## config.mk

```make
export PLATFORM = sky130hd
export DESIGN_NAME = demux_32bit_buf
export DESIGN_NICKNAME = d
export VERILOG_FILES = /design/src/rtl/demux_32bit_buf.sv
export SDC_FILE = /design/constraint.sdc
export NUM_CORES = 1
export LEC_CHECK = 0
export CORE_UTILIZATION = 43
export DETAILED_ROUTE_END_ITERATION = 10
export PLACE_DENSITY = 0.69
export SETUP_SLACK_MARGIN = 0.5
export SYNTH_ARGS = -nofsm -noshare
export SYNTH_HDL_FRONTEND = slang
export SYNTH_SLANG_ARGS = --single-unit
```

## constraint.sdc

```tcl
create_clock -name clk -period 2.65 [get_ports clk]
set_input_delay 0.53 -clock clk [delete_from_list [all_inputs] [get_ports clk]]
set_output_delay 0.53 -clock clk [all_outputs]
set_load 0.01 [all_outputs]
```

## src/rtl/demux_32bit_buf.sv

```systemverilog
// rtl/demux_32bit_buf.sv - buffered 1-to-2 32-bit data distributor with per-output FIFOs
//
// Purpose: steers each producer word, by its select bit, into one of two
// independent FIFOs, each drained by its own valid/ready consumer. A stalled
// consumer only stalls producer words aimed at its own queue.
//
// Ports:
//   clk, rst            clock; asynchronous active-high reset
//   data_in, select,    producer word, destination (0 -> out1, 1 -> out2),
//   in_valid, in_ready  producer handshake (in_ready = !full of selected FIFO)
//   data1_out,          head of FIFO 1 with consumer 1 handshake
//   out1_valid, out1_ready
//   data2_out,          head of FIFO 2 with consumer 2 handshake
//   out2_valid, out2_ready
//   busy                either FIFO holds a word
//
// Optional feature: define DEMUX_BYPASS_EN to compile in a zero-latency
// bypass that hands a word straight to an empty, ready output.

module demux_32bit_buf #(
  parameter int DEPTH = 2
) (
  input  logic        clk,
  input  logic        rst,
  input  logic [31:0] data_in,
  input  logic        select,
  input  logic        in_valid,
  output logic        in_ready,
  output logic [31:0] data1_out,
  output logic        out1_valid,
  input  logic        out1_ready,
  output logic [31:0] data2_out,
  output logic        out2_valid,
  input  logic        out2_ready,
  output logic        busy
);

  localparam int AW = $clog2(DEPTH);
  localparam int CW = AW + 1;

  logic [1:0]  full;
  logic [1:0]  empty;
  logic [1:0]  rdy;
  logic [1:0]  valid;
  logic [1:0]  bypass;
  logic [31:0] head [2];

  assign rdy = {out2_ready, out1_ready};

  // Fullness only: a pop this cycle does not open space for a push this cycle,
  // which keeps outN_ready off the in_ready path.
  assign in_ready = !full[select];

  for (genvar g = 0; g < 2; g++) begin : g_ch
    logic [31:0]   mem_q [DEPTH];
    logic [AW-1:0] wptr_q, wptr_d;
    logic [AW-1:0] rptr_q, rptr_d;
    logic [CW-1:0] cnt_q, cnt_d;
    logic          target;
    logic          push;
    logic          pop;

    assign target   = (select == 1'(g));
    assign empty[g] = (cnt_q == '0);
    assign full[g]  = (cnt_q == CW'(DEPTH));

`ifdef DEMUX_BYPASS_EN
    // Word goes straight through an empty FIFO whose consumer is ready now.
    assign bypass[g] = empty[g] && rdy[g] && in_valid && target;
`else
    assign bypass[g] = 1'b0;
`endif

    assign push     = in_valid && target && !full[g] && !bypass[g];
    assign pop      = !empty[g] && rdy[g];
    assign valid[g] = !empty[g] || bypass[g];
    assign head[g]  = bypass[g] ? data_in : mem_q[rptr_q];

    // Pointers are power-of-two wide, so plain increment wraps modulo DEPTH.
    always_comb begin
      wptr_d = wptr_q;
      rptr_d = rptr_q;
      cnt_d  = cnt_q;
      if (push) wptr_d = wptr_q + 1'b1;
      if (pop)  rptr_d = rptr_q + 1'b1;
      case ({push, pop})
        2'b10:   cnt_d = cnt_q + 1'b1;
        2'b01:   cnt_d = cnt_q - 1'b1;
        default: cnt_d = cnt_q;
      endcase
    end

    always_ff @(posedge clk or posedge rst) begin
      if (rst) begin
        wptr_q <= '0;
        rptr_q <= '0;
        cnt_q  <= '0;
      end else begin
        wptr_q <= wptr_d;
        rptr_q <= rptr_d;
        cnt_q  <= cnt_d;
      end
    end

    // Storage is deliberately left out of reset; the count alone marks validity.
    always_ff @(posedge clk) begin
      if (push) mem_q[wptr_q] <= data_in;
    end
  end

  assign data1_out  = head[0];
  assign data2_out  = head[1];
  assign out1_valid = valid[0];
  assign out2_valid = valid[1];
  assign busy       = !empty[0] || !empty[1];

endmodule

```

**After elaboration in Yosys (flattened, before gate mapping)**

Memories as Yosys holds them, arrays and structs flattened.
Cells that the tools add are included.

- $add $sub $neg: 8
- Bitwise logic cells: 1
- Reduce and logical (&&, ||, !) cells: 16
- Equal/unequal tests: 6
- Mux-type cells: 8
- Magnitude comparators: 1

Operators with widths:

| operator | number |
|---|---|
| $eq 2x2->1 const B | 4 |
| $pmux 2 s2 | 2 |
| $logic_and 1x1->1 | 6 |
| $mux 1 | 6 |
| $logic_not 1->1 | 5 |
| $add 1x1->1 const B | 4 |
| $add 2x1->2 const B | 2 |
| $eq 2x1->1 const B | 2 |
| $logic_not 2->1 | 2 |
| $reduce_bool 2->1 | 2 |
| $sub 2x1->2 const B | 2 |
| $lt 1x2->1 const B | 1 |
| $logic_or 1x1->1 | 1 |
| $not 1->1 | 1 |

- Flip-flop bits (word level): 8
- Memories kept: 2
- RAM bits: 128
- Input bits: 38

Memories:

| memory | words | width | read ports | clocked after Yosys merged registers in | write ports | line | RTL |
|---|---|---|---|---|---|---|---|
| g_ch[0].mem_q | 2 | 32 | 1 | 0 | 1 | 55 | `logic [31:0] mem_q [DEPTH];` |
| g_ch[1].mem_q | 2 | 32 | 1 | 0 | 1 | 55 |  |

**Depth between registers and ports, before layout**

- Depth in word-level cells: 5
- Gate-level depth with buffers: 6
- Mapped depth without buffers: 6

**Worst setup path before layout**

OpenSTA, ideal clock, no wires.

- Kind: input to register
- Start point: in select
- End point: mem g_ch[0].mem_q[0][0], enable pin
- Path slack: 0.096 ns
- Stages: 2
- Library setup time: 0.421 ns
- Path buffers: 0
- Arrival: 2.133 ns
- Cell sequence: nand3b_1 -> nor2_1

- Cells in the longest elaborated chain, start to end: 5

Ends and longest elaborated chain:

| item | line | RTL |
|---|---|---|
| start: declaration | 26 | `input logic select,` |
| $not 1->1 | 63 | `assign target = (select == 1'(g));` |
| $logic_and 1x1->1 (2 in a row) | 74 | `assign push = in_valid && target && !full[g] && !bypass[g];` |
| $mux 1 | 107 | `if (push) mem_q[wptr_q] <= data_in;` |
| $mux 1 (not written as such) | 107 |  |
| end: declaration | 55 |  |

No other way between the ends.

**Final worst setup path**

- Start point: reg g_ch[1].rptr_q
- End point: out data2_out[20]

- Cells in the longest elaborated chain, start to end: 1

Ends and longest elaborated chain:

| item | line | RTL |
|---|---|---|
| start: declaration | 57 | `logic [AW-1:0] rptr_q, rptr_d;` |
| start signal: assignment | 100 | `rptr_q <= rptr_d;` |
| $mem_v2 2x32 | n/a |  |
| end: declaration | 32 | `output logic [31:0] data2_out,` |

No other way between the ends.

==> flow_metrics.env <==
export IMPL_status="complete, no violations"
export IMPL_core_area_um2=11500
export IMPL_dp_cells=491
export IMPL_grt_pass1_wl_um=14900
export IMPL_multi_input_area_um2=972
export IMPL_critPathCaptureType="primary output"
export IMPL_synthXorXnorAreaFrac_pct=1.73
export IMPL_most_common_layout_cells="edfxtp_1, mux2_2, clkdlybuf4s50_1, clkbuf_2"
export IMPL_critPathArrivalTime_ps=1650
export IMPL_areaGrowthSynthToFinish_pct=38.4
export IMPL_synth_warnings=0
export IMPL_irDropWorstVdd_v=0.000595
export IMPL_ys_ff_latch=136
export IMPL_setup_violations=0
export IMPL_seq_area_um2=4050
export IMPL_ios=106
export IMPL_htreeDepth=4
export IMPL_gp_congestion=0.718
export IMPL_hold_buffers=0
export IMPL_synth_cell_types=17
export IMPL_dr_pass1_iters=6
export IMPL_insertion_delay_ps=400
export IMPL_synthAdderAreaFrac_pct=0.494
export IMPL_clk_path_buf_depth=2
export IMPL_grt_total_usage_pct=16.6
export IMPL_syn_avg_cell_area_um2=21.2
export IMPL_ys_top_cells_by_area="edfxtp_1, mux2_2, dfrtp_1"
export IMPL_clk_pin_slew_ps=60
export IMPL_swShare_pct=27.1
export IMPL_tightestPinTransition_ps=360
export IMPL_row_count=39
export IMPL_syn_nets=279
export IMPL_yosys_area_share_simple_pct=1.70
export IMPL_hpwl_um=5760
export IMPL_yosysSeqAreaShare_pct=79.9
export IMPL_synth_top_cell_by_area="edfxtp_1"
export IMPL_numPortBuffers=105
export IMPL_viasPerCell=4.88
export IMPL_detail_route_iter0_violations=79
export IMPL_startpoint_type="flop"
export IMPL_p_clk_share_pct=28.5
export IMPL_layout_drive_gt1_share_pct=47.5
export IMPL_fin_util_pct=61.1
export IMPL_clock_sinks=136
export IMPL_internal_power_mw=5.53
export IMPL_grt_max_degree=18
export IMPL_antenna_cells=0
export IMPL_die_width_um=111
export IMPL_final_hold_viol_count=0
export IMPL_cap_viol_max_count=0
export IMPL_nets=423
export IMPL_antenna_found_initial=0
export IMPL_hold_class="in2async"
export IMPL_r2r_start="g_ch[1].cnt_q[1]$_DFFE_PP0P_"
export IMPL_worstSetupPathType="reg2out"
export IMPL_totalWireLength_um=9980
export IMPL_synth_compound_area_share_pct=0
export IMPL_max_freq_ghz=0.458
export IMPL_power_per_cell_area_nw_per_um2=1080
export IMPL_initial_core_util_pct=44.2
export IMPL_required_ps=2120
export IMPL_grt_pass1_vias=2765
export IMPL_p_total_mw=7.59
export IMPL_slew_limit_headroom_pct=75.9
export IMPL_die_area_um2=12200
export IMPL_leakagePower_nw=2.57
export IMPL_antenna_left=0
export IMPL_fin_setup_tns_ps=0
export IMPL_power_frac_comb_pct=34.5
export IMPL_cts_tree="built"
export IMPL_syn_area_um2=5060
export IMPL_startpoint="g_ch[1].rptr_q$_DFFE_PP0P_"
export IMPL_num_vias=2623
export IMPL_grt_remaining_overflow=0
export IMPL_drc=0
export IMPL_synthCells=239
export IMPL_die_h_um=111
export IMPL_wl_per_cell_um=18.6
export IMPL_cts_root_buf="clkbuf_16"
export IMPL_synth_top_cell_area_share_pct=75.9
export IMPL_cts_buffers=17
export IMPL_p_seq_share_pct=37.1
export IMPL_fin_crit_ps=2180
export IMPL_fillers=868
export IMPL_min_period_over_period_pct=82.4
export IMPL_rr_worst_depth=4
export IMPL_rsz0062_at_grt="yes"
export IMPL_fin_cells=537
export IMPL_p_switching_mw=2.06
export IMPL_synth_top_family_by_area="multiplexers"
export IMPL_slew_viol_final=0
export IMPL_cp_max_fo=6
export IMPL_r2r_end="g_ch[1].mem_q[0][14]$_DFFE_PP_"
export IMPL_synthMuxAreaShare_pct=14.5
export IMPL_final_common_cell="edfxtp_1"
export IMPL_r2r_slack_ps=1060
export IMPL_clock_skew_ps=5.63
## cells by family after synthesis
| family | Yosys count |
|---|---|
| DFF | 136 |
| muxes | 65 |
| and+or+nand+nor | 15 |
| buffers and inverters | 11 |
| xor gates and xnor gates | 10 |
| adders and majority gates | 2 |
## how the worst max path moves through the flow
stage | endpoint | slack [ps] | depth (start not counted)
2_1_floorplan | g_ch[0].mem_q[0][0]$_DFFE_PP_ | 100 | 2
3_3_place_gp | in_ready | 290 | 3
3_5_place_dp | in_ready | 280 | 3
4_1_cts | data1_out[24] | 370 | 5
5_1_grt | data1_out[30] | 420 | 5
6_report | data2_out[20] | 470 | 5
## routing by layer
| layer | track usage (%) | vias up | share of wire [%] |
|---|---|---|---|
| met4 | 6.67 | 0 | 1.1 |
| met1 | 19.7 | 1320 | 43 |
| met3 | 5.38 | 11 | 5.2 |
| li1 | - | 1212 | - |
| met5 | 0 | - | 0 |
| met2 | 28.0 | 80 | 51 |
## repair_timing
item                       CTS  global route
cloned                       3             3
setup endpoints to repair   66            63
setup buffers                8             2
pin swaps                    1             1
hold endpoints to repair     0             0
gates resized for setup    154            92
## registers in the layout, summed over array words and instances (netlist names)
| register | cells |
|---|---|
| g_ch.rptr_q | 2 |
| g_ch.wptr_q | 2 |
| g_ch.mem_q | 128 |
| g_ch.cnt_q | 4 |
## power by group through the flow
stage | clock network, mW | logic, mW | registers (mW)
finish | 2.16 | 2.61 | 2.81
floorplan | 0 | 1.24 | 2.82
global placement | 0 | 2.23 | 2.83
detailed placement | 0 | 2.24 | 2.85
global route | 2.29 | 2.79 | 2.84
CTS | 2.20 | 2.42 | 2.81
## area by class of cell
type	count	share of cell area (%)
Clock buffer	18	6.12
Clock inverter	12	1.59
Inverter	3	0.161
Multi-Input combinational cell	92	13.9
Sequential cell	136	57.7
Tap cell	143	2.55
Timing Repair Buffer	133	18.0
## Yosys cell counts
master and instances:
nand2b_1 2, nand3b_1 1, buf_6 6, inv_1 3, xnor2_1 6, edfxtp_1 128
or2_4 1, xor2_1 4, nand3_1 1, nor2_1 6, mux2_2 65, buf_2 2
or2_2 1, ha_1 2, dfrtp_1 8, and2_4 2, or2_1 1
## stage by stage
stage	setup slack, ps	area [um^2]	hold slack, ps
final	467	7010	380
after global placement	288	6340	478
after CTS	366	6990	380
after global routing	420	7010	394
after floorplan	95.5	5070	346
after detailed placement	282	6340	478
## worst max-delay path, cell delays in order (launching register included)
cell	delay (ps)
dfrtp_2	430
buf_6	140
buf_4	140
buf_16	140
mux2_2	260
clkbuf_2	130
Note: power is estimated with default switching activity, not from simulation.
